$ cat src/rtl/apb_arb_pkg.sv
// Shared types and defaults for the two-requester APB arbiter.
package apb_arb_pkg;

  typedef enum logic [1:0] {
    ST_IDLE   = 2'd0,
    ST_SETUP  = 2'd1,
    ST_ACCESS = 2'd2
  } arb_state_t;

  localparam int unsigned DEFAULT_TIMEOUT = 16;

endpackage

$ cat src/rtl/apb_arb_rr.sv
// Two-way round-robin pick: a lone eligible requester wins, a tie goes to the
// requester that was not granted last.
module apb_arb_rr (
  input  logic [1:0] eligible,
  input  logic       last_grant,
  output logic       grant_valid,
  output logic       grant_idx
);

  always_comb begin
    grant_valid = |eligible;
    if (&eligible) begin
      grant_idx = ~last_grant;
    end else begin
      grant_idx = eligible[1];
    end
  end

endmodule

$ cat src/rtl/apb_arbiter.sv
// Arbitrates two simple requesters onto one APB master port with round-robin
// grant, registered APB outputs, per-requester completion and an access timeout.
module apb_arbiter
  import apb_arb_pkg::*;
#(
  parameter int unsigned ADDR_WIDTH = 32,
  parameter int unsigned DATA_WIDTH = 32,
  parameter int unsigned TIMEOUT    = DEFAULT_TIMEOUT
) (
  input  logic                  PClk,
  input  logic                  PRESET,
  input  logic                  m0_req,
  input  logic [ADDR_WIDTH-1:0] m0_addr,
  input  logic                  m0_write,
  input  logic [DATA_WIDTH-1:0] m0_wdata,
  output logic                  m0_done,
  output logic [DATA_WIDTH-1:0] m0_rdata,
  output logic                  m0_err,
  input  logic                  m1_req,
  input  logic [ADDR_WIDTH-1:0] m1_addr,
  input  logic                  m1_write,
  input  logic [DATA_WIDTH-1:0] m1_wdata,
  output logic                  m1_done,
  output logic [DATA_WIDTH-1:0] m1_rdata,
  output logic                  m1_err,
  output logic                  PSEL,
  output logic                  PENABLE,
  output logic                  PWRITE,
  output logic [ADDR_WIDTH-1:0] PADDR,
  output logic [DATA_WIDTH-1:0] PWDATA,
  input  logic [DATA_WIDTH-1:0] PRDATA,
  input  logic                  PREADY,
  input  logic                  PSLVERR
);

  localparam int unsigned   CW        = (TIMEOUT > 1) ? $clog2(TIMEOUT) : 1;
  localparam logic [CW-1:0] WAIT_LAST = CW'(TIMEOUT - 1);

  arb_state_t                 state_q, state_d;
  logic [CW-1:0]              wait_q, wait_d;
  logic                       gidx_q, gidx_d;
  logic                       last_q, last_d;
  logic                       psel_q, psel_d;
  logic                       penable_q, penable_d;
  logic                       pwrite_q, pwrite_d;
  logic [ADDR_WIDTH-1:0]      paddr_q, paddr_d;
  logic [DATA_WIDTH-1:0]      pwdata_q, pwdata_d;
  logic [1:0]                 done_q, done_d;
  logic [1:0]                 err_q, err_d;
  logic [1:0][DATA_WIDTH-1:0] rdata_q, rdata_d;
  logic [1:0]                 eligible;
  logic                       grant_valid, grant_idx, timed_out;

  // A requester whose done is high this cycle is finishing, not asking again.
  assign eligible  = {m1_req & ~done_q[1], m0_req & ~done_q[0]};
  assign timed_out = (wait_q == WAIT_LAST) && !PREADY;

  apb_arb_rr u_rr (
    .eligible    (eligible),
    .last_grant  (last_q),
    .grant_valid (grant_valid),
    .grant_idx   (grant_idx)
  );

  always_ff @(posedge PClk) begin
    if (PRESET) begin
      state_q   <= ST_IDLE;
      wait_q    <= '0;
      gidx_q    <= 1'b0;
      last_q    <= 1'b1;
      psel_q    <= 1'b0;
      penable_q <= 1'b0;
      pwrite_q  <= 1'b0;
      paddr_q   <= '0;
      pwdata_q  <= '0;
      done_q    <= '0;
      err_q     <= '0;
      rdata_q   <= '0;
    end else begin
      state_q   <= state_d;
      wait_q    <= wait_d;
      gidx_q    <= gidx_d;
      last_q    <= last_d;
      psel_q    <= psel_d;
      penable_q <= penable_d;
      pwrite_q  <= pwrite_d;
      paddr_q   <= paddr_d;
      pwdata_q  <= pwdata_d;
      done_q    <= done_d;
      err_q     <= err_d;
      rdata_q   <= rdata_d;
    end
  end

  always_comb begin
    state_d = state_q;
    case (state_q)
      ST_IDLE:   if (grant_valid) state_d = ST_SETUP;
      ST_SETUP:  state_d = ST_ACCESS;
      ST_ACCESS: if (PREADY || timed_out) state_d = ST_IDLE;
      default:   state_d = ST_IDLE;
    endcase
  end

  // Computes the next value of every registered output so the APB and
  // requester-facing signals all come straight from flops.
  always_comb begin
    wait_d    = wait_q;
    gidx_d    = gidx_q;
    last_d    = last_q;
    psel_d    = psel_q;
    penable_d = penable_q;
    pwrite_d  = pwrite_q;
    paddr_d   = paddr_q;
    pwdata_d  = pwdata_q;
    done_d    = '0;
    err_d     = err_q;
    rdata_d   = rdata_q;
    case (state_q)
      ST_IDLE: begin
        if (grant_valid) begin
          psel_d    = 1'b1;
          penable_d = 1'b0;
          gidx_d    = grant_idx;
          last_d    = grant_idx;
          paddr_d   = grant_idx ? m1_addr  : m0_addr;
          pwrite_d  = grant_idx ? m1_write : m0_write;
          pwdata_d  = grant_idx ? m1_wdata : m0_wdata;
        end
      end
      ST_SETUP: begin
        penable_d = 1'b1;
        wait_d    = '0;
      end
      ST_ACCESS: begin
        if (PREADY) begin
          psel_d          = 1'b0;
          penable_d       = 1'b0;
          done_d[gidx_q]  = 1'b1;
          rdata_d[gidx_q] = PRDATA;
          err_d[gidx_q]   = PSLVERR;
        end else if (timed_out) begin
          psel_d          = 1'b0;
          penable_d       = 1'b0;
          done_d[gidx_q]  = 1'b1;
          rdata_d[gidx_q] = '0;
          err_d[gidx_q]   = 1'b1;
        end else begin
          wait_d = wait_q + CW'(1);
        end
      end
      default: ;
    endcase
  end

  assign PSEL     = psel_q;
  assign PENABLE  = penable_q;
  assign PWRITE   = pwrite_q;
  assign PADDR    = paddr_q;
  assign PWDATA   = pwdata_q;
  assign m0_done  = done_q[0];
  assign m1_done  = done_q[1];
  assign m0_rdata = rdata_q[0];
  assign m1_rdata = rdata_q[1];
  assign m0_err   = err_q[0];
  assign m1_err   = err_q[1];

endmodule

$ cat config.mk
export PLATFORM = sky130hd
export DESIGN_NAME = apb_arbiter
export DESIGN_NICKNAME = d
export VERILOG_FILES = /design/src/rtl/apb_arb_pkg.sv /design/src/rtl/apb_arb_rr.sv /design/src/rtl/apb_arbiter.sv
export SDC_FILE = /design/constraint.sdc
export NUM_CORES = 1
export LEC_CHECK = 0
export CAP_MARGIN = 20
export CELL_PAD_IN_SITES_DETAIL_PLACEMENT = 1
export CELL_PAD_IN_SITES_GLOBAL_PLACEMENT = 1
export CORE_UTILIZATION = 30
export CTS_CLUSTER_SIZE = 20
export DETAILED_ROUTE_END_ITERATION = 10
export HOLD_SLACK_MARGIN = 0.12
export PLACE_DENSITY_LB_ADDON = 0.3
export SETUP_SLACK_MARGIN = 0.1
export SLEW_MARGIN = 10
export SYNTH_ARGS = -nofsm -noshare
export SYNTH_HDL_FRONTEND = slang
export SYNTH_SLANG_ARGS = --single-unit
$ cat constraint.sdc
create_clock -name PClk -period 3.09 [get_ports PClk]
set_input_delay 0.4635 -clock PClk [delete_from_list [all_inputs] [get_ports PClk]]
set_output_delay 0.4635 -clock PClk [all_outputs]
set_load 0.005 [all_outputs]
# ---- Word-level counts from Yosys, hierarchy flattened
# Cells that the tools add are included.
dict set report word_totals {
  reg_bits 143
  in_bits 168
  wordCells 79
}
dict set report op_classes {
  addsub 1
  magnitude_cmp 2
  eq_ne 8
  muxes 28
  n_bitwise 9
  n_reduce_logical 18
}
# op n
set op_table {}
lappend op_table {{$mux W64} 2}
lappend op_table {{$mux W32} 3}
lappend op_table {{$and A64 B64 Y64} 1}
lappend op_table {{$bwmux W64} 1}
lappend op_table {{$not A64 Y64} 1}
lappend op_table {{$demux W32 S1} 1}
lappend op_table {{$mux W2} 6}
lappend op_table {{$reduce_and A3 Y1} 3}
lappend op_table {{$mux W4} 2}
lappend op_table {{$ne A2 B2 Y1 const B} 4}
lappend op_table {{$pmux W4 S2} 1}
lappend op_table {{$reduce_and A2 Y1} 4}
lappend op_table {{$mux W1} 7}
lappend op_table {{$pmux W2 S3} 1}
lappend op_table {{$reduce_bool A2 Y1} 3}
lappend op_table {{$add A4 B1 Y4 const B} 1}
lappend op_table {{$eq A4 B4 Y1 const B} 1}
lappend op_table {{$not A1 Y1} 4}
lappend op_table {{$reduce_or A2 Y1} 2}
lappend op_table {{$ne A3 B3 Y1 const B} 1}
lappend op_table {{$pmux W1 S3} 1}
lappend op_table {{$reduce_bool A3 Y1} 1}
lappend op_table {{$and A1 B1 Y1} 2}
lappend op_table {{$bwmux W2} 1}
lappend op_table {{11 further kinds} 12}

# ---- Depth between registers and ports, before layout
dict set report depth {
  depth_word 8
  mapped_depth 6
  ltp_nobuf 5
}

# ---- Modules after synthesis
# Synthesis repeated with hierarchy kept, for this count alone.
dict set report hier_totals {
  cells_unflattened 538
  area_unflattened_um2 5829.3
}
# module n_inst cells_each area_per_inst_um2 seq_area_each_um2
set modules_own_cells {}
lappend modules_own_cells {apb_arbiter 1 536 5815.6 2862.7}
lappend modules_own_cells {apb_arb_rr 1 2 13.8 0.0}

# ---- Worst setup path after synthesis
# OpenSTA, ideal clock, no wires.
dict set report synth_timing {
  kind {input to register}
  startpoint {input port m1_req}
  endpoint {register paddr_q[27], in the netlist PADDR[27]}
  setup_ns 0.086
  t_arrival_ns 1.366
  path_slack_ns 1.639
  stages 6
  path_buffers 2
  path_cell_list {nor2b_4 o21ai_2 buf_4 buf_2 a21oi_1 a211oi_1}
}
dict set report synth_via {
  elab_chain_cells 4
}
# item line_no
set synth_rtl {}
lappend synth_rtl {{from (decl)} apb_arbiter.sv:19} ;# input logic m1_req,
lappend synth_rtl {{$and A1 B1 Y1 *} apb_arbiter.sv:55} ;# assign eligible = {m1_req & ~done_q[1], m0_req & ~done_q[0]};
lappend synth_rtl {{$reduce_and A2 Y1} apb_arb_rr.sv:12} ;# if (&eligible) begin
lappend synth_rtl {{$mux W1} apb_arb_rr.sv:12}
lappend synth_rtl {{$mux W32} apb_arbiter.sv:126} ;# paddr_d = grant_idx ? m1_addr : m0_addr;
lappend synth_rtl {{to (signal assigned)} apb_arbiter.sv:87} ;# paddr_q <= paddr_d;
lappend synth_rtl {{to (decl)} apb_arbiter.sv:46} ;# logic [ADDR_WIDTH-1:0] paddr_q, paddr_d;
# Mark *: on every way between the ends. The rest lies on a longest branch, timed or not.
# A chain may end at the register's enable or synchronous reset.

# ---- Worst setup path after layout
dict set report layout_timing {
  startpoint {input port m1_req}
  endpoint {register pwdata_q[9], in the netlist PWDATA[9]}
}
dict set report layout_via {
  elab_chain_cells 4
}
# item line_no
set layout_rtl {}
lappend layout_rtl {{$and A1 B1 Y1 *} apb_arbiter.sv:55}
lappend layout_rtl {{$reduce_and A2 Y1} apb_arb_rr.sv:12}
lappend layout_rtl {{$mux W1} apb_arb_rr.sv:12}
lappend layout_rtl {{$mux W32} apb_arbiter.sv:128} ;# pwdata_d = grant_idx ? m1_wdata : m0_wdata;
lappend layout_rtl {{to (signal assigned)} apb_arbiter.sv:88} ;# pwdata_q <= pwdata_d;
lappend layout_rtl {{to (decl)} apb_arbiter.sv:47} ;# logic [DATA_WIDTH-1:0] pwdata_q, pwdata_d;
# Marked as above.

==> key figures <==
Outcome
  – Status: finished, final reports clean

Timing
  – Max Clock Freq: 0.534 GHz
  – Final Max Slew Viols: 0
  – Worst slew pin tran: around 0.66 ns
  – Max_slew headroom: 0.560
  – Worst setup margin: approximately 1.2 ns
  – Final Hold Fails: 0
  – Tcrit/Tclk final: 0.606
  – Min Hold Slack: 0.451 ns
  – Tmin final: between 1.5 and 2 ns
  – Final Skew: approximately 0.0097 ns
  – Setup_tns: 0 ns
  – Unrepaired setup endpoints after global routing: false
  – Setup Viol. Count Final: 0

Floorplanning
  – Chip height: 142 µm
  – Row count: 50
  – Die width: between 100 and 150 µm
  – Die area: between 20,000 and 25,000 µm²
  – Initial Util: 0.309
  – CORE AREA: 18,900 µm²
  – Num ports: 303

Critical path
  – Reg-to-Reg Start: wait_q[0]
  – Worst path slowest cell: clkdlybuf4s50_1
  – Worst EP required: 3.41 ns
  – CP bufs+invs: 2
  – CP arrival: 2.19 ns
  – Setup slack, reg-to-reg: 1.35 ns
  – Setup crit end kind: flop
  – Critical path type: in -> reg
  – CP startpoint kind: input pin
  – Worst r2r dst: m0_rdata[28]
  – CP cell instances: clkdlybuf4s50_1, nor2b_4, and2_2, buf_12, a21oi_1, a211oi_1
  – Largest delay share family, worst path: buffers and inverters
  – Crit-path max FO: 55
  – Worst-case reg-to-reg path depth: 6
  – Max incr delay on CP: around 0.46 ns

Final layout
  – Multi-input logic area: roughly 2600 µm²
  – Final #Nets: 1,155
  – Final Util: 0.506
  – Fill cells: approximately 2,200
  – Number of diodes: 0
  – Layout cells sized above 1: 0.0611
  – Register area: 2860 µm²
  – Fin cells: between 1,000 and 1,500
  – Area grow syn2layout: 63.6%

Min path
  – Worst hold-check path type: reg -> reg
  – Hold path depth: 2
  – Hold Crit Endpoint: m0_rdata[17]
  – HP Start: m0_rdata[17]

Drt
  – DRC Markers: 0
  – Antenna Nets Post-Route: 0
  – WL/cell: between 15 and 20 µm
  – Total Wirelength: between 20,000 and 25,000 µm
  – Drt first pass iters: 4
  – DRT iter0 DRCs: between 200 and 250
  – Vias: 6,183
  – Vias per inst: 4.91

Synth
  – Post-synth cell types: 37
  – Area share of the largest cell type after synthesis: 0.490
  – Primary FF master, synth: dfxtp_1
  – Synth Instances: a little over 700
  – Top-count cell post-synth: dfxtp_1
  – EDFF count, synth: 0
  – Most frequent cells after synthesis: dfxtp_1 (143), nand2_1 (136), a21oi_1 (130)
  – Post-synth top area cell: dfxtp_1
  – Sequential area share after synthesis: 0.490
  – Synth Cell Area: between 5000 and 6000 µm²
  – Largest cells by area after synthesis: dfxtp_1 (49%), a21oi_1 (11%), nand2_1 (8.7%), a211oi_1 (8.5%), nand3_1 (5.3%)
  – Syn Nets: between 800 and 900
  – Average size of a mapped cell: slightly above 8 µm²
  – Yosys warning total: 0
  – Yosys reg bits: 143
  – FFs w/ async S/R, synth: 0

GRT
  – Vias in the first global route: ~6,500
  – Gr usage total: 0.218
  – First-pass GRT wire length: 33,900 µm
  – Busiest grt layer: met2
  – GRT Residual Overflow: 0
  – Grt met1 use: 0.244
  – Met3 Use GR: 0.0793
  – Largest net degree at the start of global routing: 78
  – Grt met2 use: 0.381
  – Initial antenna violation count: 0

Placement
  – DP HPWL: between 10,000 and 15,000 µm
  – RD Place Congestion: between 0.7 and 0.8
  – IO Port Bufs: 302
  – Worst slack at placement: about 0.83 ns
  – Cell count after placement: 1,227

Power and ir drop
  – Worst VDD drop: around 0.35 mV
  – Pleak: roughly 3.4 nW
  – Pwr dens: 549 nW/µm²

Clocking
  – Later-pin clock latency in the skew report: 0.42 ns
  – CTS buffer count: 17
  – Post-CTS setup buffers: 0
  – Clk sinks: between 100 and 150
  – Clk root buf: clkbuf_16
  – Number of gates resized after CTS: 0
  – Reg clk slew, reported paths: approximately 0.060 ns
  – Post-CTS Hold Fix Bufs: 0
  – CTS Buffer Depth: 2
  – TritonCTS clock tree: yes
  – H-tree depth: 4

Flow run
  – Max cap viols: 0
==> worst register-to-register path, delay by kind of cell (launching register included) <==
| kind | cells | cell delay, ns |
|---|---|---|
| AND/OR/NAND/NOR | 2 | 0.32 |
| buffers and inverters | 1 | 0.39 |
| flip-flops | 1 | 0.38 |
| adder cells (fa/ha/maj) | 1 | 0.25 |
| AO/OA/AOI/OAI | 2 | 0.32 |
==> placed cells by master (no fill, tap or decap), types with 3 or more instances in the layout <==
cell type / netlist / layout
nand2_1: 136 / 135
a211oi_1: 66 / 66
dfxtp_1: 143 / 143
o21ai_0: 3 / 3
inv_1: 3 / 3
buf_12: 0 / 4
nor3_1: 3 / 3
a21oi_1: 130 / 130
clkinv_2: 0 / 3
clkbuf_16: 0 / 17
a21oi_2: 4 / 4
buf_4: 12 / 9
nor4_1: 3 / 3
nand3_2: 4 / 4
clkdlybuf4s50_1: 0 / 300
nor2_1: 74 / 74
bufinv_16: 0 / 4
nand3_1: 62 / 62
==> state kept, by name (all words and copies together), names as in the netlist <==
| register | flops |
|---|---|
| state_q | 2 |
| done_q | 2 |
| PADDR | 32 |
| last_q | 1 |
| PSEL | 1 |
| err_q | 2 |
| gidx_q | 1 |
| wait_q | 4 |
| m1_rdata | 32 |
| m0_rdata | 32 |
| PWRITE | 1 |
| PWDATA | 32 |
| PENABLE | 1 |
==> final cells by class <==
cell class	count	share of cell area
well taps	260	0.0340
flip-flops and latches	143	0.299
repair buffers	314	0.330
clock inverters	13	0.0194
inverters	3	0.00118
multi-input cells	507	0.270
clock buffers	19	0.0463
==> how the worst max path moves through the flow <==
stage	startpoint	to	slack [ns]	cells past startpoint
after floorplan	m1_req	PADDR[27]	1.64	6
after global placement	m1_req	PWDATA[10]	0.90	6
after detailed placement	m1_req	PWDATA[9]	0.83	6
after CTS	done_q[1]	m1_done	1.20	1
after global routing	m1_req	PWDATA[9]	1.11	6
final	m1_req	PWDATA[9]	1.22	6
==> logic make-up after synthesis <==
| group | share of synthesized area |
|---|---|
| AND/OR/NAND/NOR | 0.218 |
| flip-flops | 0.490 |
| adder cells (fa/ha/maj) | 0.00214 |
| buffers and inverters | 0.0707 |
| AO/OA/AOI/OAI | 0.219 |
==> layer usage <==
metal  routed length (µm)  part of all wire  vias up
li1                     -                 -     3018
met5                    0                 0        -
met1                 8740              0.41     2924
met3                 1750             0.081       29
met2                10600              0.49      212
met4                  402             0.019        0
==> through the flow <==
step / total power, mW / area, µm²
finish: 5.25 / 9560
global route: 5.49 / 9560
CTS: 5.31 / 9560
detailed placement: 3.09 / 8930
global placement: 3.08 / 8930
floorplan: 2.51 / 5840
==> where the power goes <==
group	internal, mW	leakage, nW	switching [mW]	total [mW]
registers	1.97	1.17	0.0744	2.05
clock network	1.38	0.304	0.822	2.20
logic	0.545	1.94	0.455	1.00
(Power assumes the default switching activity.)
